**config.mk**
```make
export PLATFORM = sky130hd
export DESIGN_NAME = obf_insnseq
export DESIGN_NICKNAME = d
export VERILOG_FILES = /design/src/rtl/obf_insnseq_pkg.sv /design/src/rtl/obf_insnseq_insngen.sv /design/src/rtl/obf_insnseq.sv
export SDC_FILE = /design/constraint.sdc
export NUM_CORES = 1
export LEC_CHECK = 0
export BUFFER_PORTS_ARGS = -buffer_cell sky130_fd_sc_hd__buf_2
export CORE_ASPECT_RATIO = 0.9
export CORE_MARGIN = 2
export CORE_UTILIZATION = 30
export DETAILED_ROUTE_END_ITERATION = 8
export GPL_ROUTABILITY_DRIVEN = 0
export SYNTH_ARGS = -nofsm -noshare
export SYNTH_HDL_FRONTEND = slang
export SYNTH_SLANG_ARGS = --single-unit
```
**constraint.sdc**
```tcl
create_clock -name clk -period 2.9 [get_ports clk]
set_input_delay 0.29 -clock clk [delete_from_list [all_inputs] [get_ports clk]]
set_output_delay 0.29 -clock clk [all_outputs]
set_load 0.01 [all_outputs]
```
**src/rtl/obf_insnseq_pkg.sv**
```systemverilog
// Shared types and defaults for the sequential obfuscated-instruction generator.
`default_nettype none
package obf_insnseq_pkg;
    typedef enum logic [0:0] {
        OBF_SEQ_IDLE = 1'b0,
        OBF_SEQ_EMIT = 1'b1
    } seq_state_e;

    localparam int OBF_PPC_WIDTH = 3;
    localparam int OBF_KEY_WIDTH = 4;
endpackage
`default_nettype wire

```
**src/rtl/obf_insnseq_insngen.sv**
```systemverilog
// Combinational substitution LUT: maps (reference insn, position, key) to one
// obfuscated instruction plus its last/skip flags.
`default_nettype none
module obf_insngen
    import obf_insnseq_pkg::*;
#(
    parameter int PPC_WIDTH = OBF_PPC_WIDTH,
    parameter int KEY_WIDTH = OBF_KEY_WIDTH
) (
    input  logic [31:0]          ref_insn,
    input  logic [PPC_WIDTH-1:0] ppc_i,
    input  logic [KEY_WIDTH-1:0] obf_key,
    output logic [31:0]          obf_insn,
    output logic                 obf_last,
    output logic                 obf_skip
);
    // key[1:0] selects the sequence length (3 = never terminates), key[2]
    // marks the ppc 1 slot as an immediate slot.
    assign obf_insn = ref_insn
                    ^ ({{(32-PPC_WIDTH){1'b0}}, ppc_i} << 8)
                    ^ {{(32-KEY_WIDTH){1'b0}}, obf_key};
    assign obf_last = (obf_key[1:0] != 2'b11) && (ppc_i == PPC_WIDTH'(obf_key[1:0]));
    assign obf_skip = obf_key[2] && (ppc_i == PPC_WIDTH'(1));
endmodule
`default_nettype wire

```
**src/rtl/obf_insnseq.sv**
```systemverilog
// Handshaked sequencer between IF and ID: latches one reference instruction
// and emits its obfuscated expansion one transfer at a time.
`default_nettype none
module obf_insnseq
    import obf_insnseq_pkg::*;
#(
    parameter int PPC_WIDTH = OBF_PPC_WIDTH,
    parameter int KEY_WIDTH = OBF_KEY_WIDTH,
    parameter int CNT_WIDTH = 16
) (
    input  logic                 clk,
    input  logic                 rst,
    input  logic                 obf_en,
    input  logic [KEY_WIDTH-1:0] obf_key,
    input  logic                 flush,
    input  logic                 in_valid,
    input  logic [31:0]          in_insn,
    output logic                 in_ready,
    output logic                 out_valid,
    input  logic                 out_ready,
    output logic [31:0]          out_insn,
    output logic                 out_first,
    output logic                 out_last,
    output logic                 out_skip,
    output logic [PPC_WIDTH-1:0] out_ppc,
    output logic                 ovr_err,
    output logic [CNT_WIDTH-1:0] emit_cnt,
    output logic [CNT_WIDTH-1:0] seq_cnt
);
    localparam logic [PPC_WIDTH-1:0] C_PPC_MAX = '1;

    seq_state_e             state_q;
    logic [31:0]            insn_q;
    logic [KEY_WIDTH-1:0]   key_q;
    logic                   en_q;
    logic                   lut_last_q;

    logic                   xfer_d, accept_d, advance_d;
    logic [31:0]            insn_d;
    logic [KEY_WIDTH-1:0]   key_d;
    logic [PPC_WIDTH-1:0]   ppc_d;
    logic [31:0]            gen_insn;
    logic                   gen_last, gen_skip;

    assign xfer_d    = out_valid & out_ready;
    assign in_ready  = (state_q == OBF_SEQ_IDLE) | (xfer_d & out_last);
    assign accept_d  = in_valid & in_ready & ~flush;
    assign advance_d = xfer_d & ~out_last & en_q & ~flush;

    // Generator sees next-cycle operands so out_insn always pairs with out_ppc.
    assign insn_d = accept_d ? in_insn : insn_q;
    assign key_d  = accept_d ? obf_key : key_q;
    assign ppc_d  = accept_d ? '0 : out_ppc + PPC_WIDTH'(1);

    obf_insngen #(
        .PPC_WIDTH (PPC_WIDTH),
        .KEY_WIDTH (KEY_WIDTH)
    ) u_insngen (
        .ref_insn (insn_d),
        .ppc_i    (ppc_d),
        .obf_key  (key_d),
        .obf_insn (gen_insn),
        .obf_last (gen_last),
        .obf_skip (gen_skip)
    );

    always_ff @(posedge clk or posedge rst) begin
        if (rst) begin
            state_q    <= OBF_SEQ_IDLE;
            insn_q     <= '0;
            key_q      <= '0;
            en_q       <= 1'b0;
            lut_last_q <= 1'b0;
            out_valid  <= 1'b0;
            out_insn   <= '0;
            out_first  <= 1'b0;
            out_last   <= 1'b0;
            out_skip   <= 1'b0;
            out_ppc    <= '0;
            ovr_err    <= 1'b0;
            emit_cnt   <= '0;
            seq_cnt    <= '0;
        end else begin
            if (xfer_d) begin
                emit_cnt <= emit_cnt + CNT_WIDTH'(1);
            end
            if (xfer_d & out_last) begin
                seq_cnt <= seq_cnt + CNT_WIDTH'(1);
                // A last that the LUT did not request was forced at max ppc.
                if (!lut_last_q) begin
                    ovr_err <= 1'b1;
                end
            end

            if (flush) begin
                state_q   <= OBF_SEQ_IDLE;
                out_valid <= 1'b0;
                out_ppc   <= '0;
            end else if (accept_d) begin
                state_q   <= OBF_SEQ_EMIT;
                insn_q    <= in_insn;
                key_q     <= obf_key;
                en_q      <= obf_en;
                out_valid <= 1'b1;
                out_first <= 1'b1;
                out_ppc   <= '0;
                if (obf_en) begin
                    out_insn   <= gen_insn;
                    lut_last_q <= gen_last;
                    out_last   <= gen_last | (ppc_d == C_PPC_MAX);
                    out_skip   <= gen_skip;
                end else begin
                    out_insn   <= in_insn;
                    lut_last_q <= 1'b1;
                    out_last   <= 1'b1;
                    out_skip   <= 1'b0;
                end
            end else if (advance_d) begin
                out_insn   <= gen_insn;
                lut_last_q <= gen_last;
                out_last   <= gen_last | (ppc_d == C_PPC_MAX);
                out_skip   <= gen_skip;
                out_ppc    <= ppc_d;
                out_first  <= 1'b0;
            end else if (xfer_d & out_last) begin
                state_q   <= OBF_SEQ_IDLE;
                out_valid <= 1'b0;
            end
        end
    end
endmodule
`default_nettype wire
```
==> results.md <==
Yosys:
- The netlist area before placement is 4723 sq um.
- The unique cell type count in the Yosys netlist is 42.
- The biggest area contributor in the post-synthesis netlist is sky130_fd_sc_hd__dfrtp_1.
- The synthesized area per cell is 12.30 sq um.
- Of the post-synthesis cell area, the dominant cell type holds 0.5828.
- The synthesized net count is 429.
- The sequential area share after synthesis is 0.5828.
- The most frequently used flop master after synthesis is sky130_fd_sc_hd__dfrtp_1.
- By area the synthesized netlist is led by sky130_fd_sc_hd__dfrtp_1 58%, sky130_fd_sc_hd__mux2_2 11%, sky130_fd_sc_hd__nand2_1 4.6%, sky130_fd_sc_hd__xnor2_1 4.5%, sky130_fd_sc_hd__xor2_1 3.0%.
- The count of yosys warnings during synthesis is 0.
- Synthesis produced a netlist whose cell count is 384.
- The number of enable-type register cells in the synthesized netlist is 0.
- The synthesized design contains 110 register bits.
- The commonest cells after synthesis are 110 x sky130_fd_sc_hd__dfrtp_1, 58 x sky130_fd_sc_hd__nand2_1, 46 x sky130_fd_sc_hd__mux2_2, 24 x sky130_fd_sc_hd__xnor2_1, 22 x sky130_fd_sc_hd__nand3_1.
- The most frequent cell after synthesis is sky130_fd_sc_hd__dfrtp_1.
- The share of synthesized flip-flops with an asynchronous set or reset is 1.000.

Floorplan:
- The total number of placement rows is 43.
- The starting density of the core is 0.3070.
- The overall die area is ~17000 sq um.
- In this run the standard cell core region covers 15390 sq um.
- The floorplan die width is 136.3 um.
- The I/O pin total is 115.
- The die is 123.0 um tall.

STA:
- The max-slew headroom at the worst pin is 0.5124.
- The number of max-slew violations in the final report is 0.
- The smallest clock period supported by the final layout is computed as around 2200 ps.
- Static timing analysis puts the maximum clock frequency at ~0.46 GHz.
- The worst-case clock skew is 5.956 ps.
- Adding up every negative setup slack in the final design gives 0 ps.
- The final hold violation count came to 0.
- Setup repair after global routing left no endpoint under its margin.
- Setup violations remaining at the end of the flow were counted as 0.
- The portion of the clock cycle consumed by the worst path in the final layout is 0.7491.
- The transition time at the pin with the least slew margin is 729.9 ps.

Setup path:
- The nature of the critical path startpoint is a flop.
- The startpoint identified for the worst register-to-register timing path is out_last.
- The kind of critical path is reg2reg.
- The length in cells of the worst reg-to-reg path is 4.
- STA classifies the critical path endpoint as a flop.
- The critical-path maximum fanout is 29.
- The worst endpoint required time is ~3100 ps.
- The slack of the worst reg-to-reg path is roughly 730 ps.
- STA puts the critical path data arrival time at 2410 ps.
- The endpoint identified for the worst register-to-register timing path is out_insn[20].

Clock network:
- No sink is reached through more buffers than the 2 on the longest clock path.
- The number of post-CTS setup repair buffers is 0.
- The number of clock sinks seen by CTS is 110.
- The total number of H-tree levels is 3.
- The number of buffers added by the clock tree synthesis step is 9.
- The cts-stage hold buffer count is 0.
- The post-CTS resize count is 0.
- TritonCTS built the clock tree.
- The clock insertion delay at the later pin of the skew report is between 300 and 400 ps.
- Clock tree synthesis selected as its root buffer the cell sky130_fd_sc_hd__clkbuf_16.
- The clock-pin slew of the registers on the worst-case setup and hold paths is 70 ps.

Routing:
- Dividing the detail-routed wire length by the instance count gives about 15 um.
- The detailed router's first-iteration violation count is 103.
- For this run, the detailed router's first-pass iteration total came to 4.
- After detailed routing, the number of remaining DRC violations is 0.
- The remaining number of nets flagged by the antenna check after routing is 0.
- The final layout contains routed wiring with a total length of slightly above 10000 um.
- The via count normalized by instance count is 4.662.
- The vias after detailed routing is 3301.

Power and ir drop:
- For this design the static power due to leakage is 0.002786 uW.
- Power spread over the standard cell area amounts to 781.6 nW/um^2.
- VDD sags by at most 0.5446 mV.

GRT:
- The via count of the first global-routing pass is roughly 3400.
- The pin count of the biggest net entering global routing is 53.
- For this run, the total global-route usage over all layers was measured as 0.1317.
- The first global-routing pass estimated 17080 um of wire.
- The initial antenna violation count is 0.
- The total overflow left after global routing is 0.

Cells and area:
- The number of antenna diodes in the final layout is 0.
- Of the cells placed in the final design, the portion with a size suffix greater than 1 is 0.3874.
- In the final design database the tool counted between 500 and 600 nets.
- The count of non-filler cells in the finished layout is approximately 700.
- Compared with the post-synthesis result, the final layout area differs by 22.83%.

Run:
- The max capacitance violation total is 0.

Run status:
- The flow ran to the end, and the final reports show no timing, DRC or antenna violations.

Placed design:
- Once placement completed, the tool counted placed cells totaling approximately 690.
- Buffers placed on the I/O ports in this run total 114.
- The post-detailed-placement half-perimeter wirelength is 7493 um.

Min path:
- The worst hold path class is in2async.
[flip-flops by register name (all words and copies together) (netlist names)]
name,count
state_q,1
out_insn,32
out_first,1
lut_last_q,1
out_ppc,3
out_skip,1
ovr_err,1
en_q,1
key_q,4
out_last,1
seq_cnt,16
emit_cnt,16
insn_q,32
[worst max path at each step]
stage,startpoint,end,depth (start not counted)
2_1_floorplan,out_last,out_insn[11],7
3_3_place_gp,out_last,out_insn[27],4
3_5_place_dp,out_last,out_insn[20],4
4_1_cts,out_last,out_insn[20],4
5_1_grt,state_q,out_insn[5],5
6_report,out_last,out_insn[20],4
[critical path, cell delays in order, from the launching register on]
cell and delay [ps]:
sky130_fd_sc_hd__dfrtp_1 460, sky130_fd_sc_hd__nand2b_1 200, sky130_fd_sc_hd__or3_1 540, sky130_fd_sc_hd__nand2_4 450
sky130_fd_sc_hd__mux2_2 400
[power breakdown]
group          leakage [uW]  switching [uW]  internal, uW  total, uW
Clock              0.000156             559           783       1340
Combinational       0.00127             505           534       1040
Sequential          0.00136             255          1900       2150
Total               0.00279            1320          3220       4530
[kinds of logic (layout without fill, tap and decap cells)]
| group | Yosys count | in the layout | share of synthesized area |
|---|---|---|---|
| AO/OA/AOI/OAI | 24 | 24 | 0.03523 |
| AND/OR/NAND/NOR | 135 | 135 | 0.1359 |
| buffers and inverters | 18 | 140 | 0.03099 |
| XOR/XNOR | 40 | 40 | 0.07417 |
| adder cells (fa/ha/maj) | 3 | 3 | 0.007948 |
| multiplexers | 54 | 54 | 0.1330 |
| flip-flops | 110 | 110 | 0.5828 |
[layout by cell type, fill, tap and decap left out, types with 3 or more instances in the layout]
master / n
sky130_fd_sc_hd__buf_2: 114
sky130_fd_sc_hd__dfrtp_1: 110
sky130_fd_sc_hd__nand2_1: 58
sky130_fd_sc_hd__mux2_2: 46
sky130_fd_sc_hd__xnor2_1: 24
sky130_fd_sc_hd__nand3_1: 22
sky130_fd_sc_hd__xor2_1: 16
sky130_fd_sc_hd__nor2_1: 16
sky130_fd_sc_hd__clkbuf_16: 9
sky130_fd_sc_hd__nor3_1: 8
sky130_fd_sc_hd__o21ai_0: 8
sky130_fd_sc_hd__nand4_1: 8
sky130_fd_sc_hd__mux2_4: 6
sky130_fd_sc_hd__a211oi_1: 4
sky130_fd_sc_hd__buf_4: 4
sky130_fd_sc_hd__inv_1: 3
sky130_fd_sc_hd__nor4_1: 3
sky130_fd_sc_hd__and3_1: 3
sky130_fd_sc_hd__ha_1: 3
[metrics by stage]
step | hold slack [ps] | setup WS (ps) | total power (uW) | utilization | area (sq um)
2_1_floorplan | 356.4 | 1029 | 2790 | - | 4727
6_report | 55.72 | 727.7 | 4534 | 0.3771 | 5802
3_3_place_gp | 450.6 | 779.8 | 3199 | 0.3560 | 5478
5_1_grt | 112.1 | 579.6 | 4816 | 0.3771 | 5802
3_5_place_dp | 460.1 | 715.4 | 3243 | 0.3560 | 5478
4_1_cts | 68.61 | 701.1 | 4616 | 0.3771 | 5802
[final cells by class]
| cell class | count | area, sq um |
|---|---|---|
| Clock buffer | 11 | 242.7 |
| Clock inverter | 5 | 81.33 |
| Fill cell | 1565 | 9585 |
| Inverter | 5 | 22.52 |
| Multi-Input combinational cell | 256 | 1829 |
| Sequential cell | 110 | 2753 |
| Tap cell | 202 | 252.7 |
| Timing Repair Buffer | 119 | 620.6 |
[routing by layer]
metal	vias up	part of all wire	track usage
li1	1550	-	-
met1	1635	0.45	0.1719
met2	103	0.47	0.2070
met3	13	0.071	0.04592
met4	0	0.014	0.03906
met5	-	0	0
No activity file was read; power rests on OpenSTA's default activity.
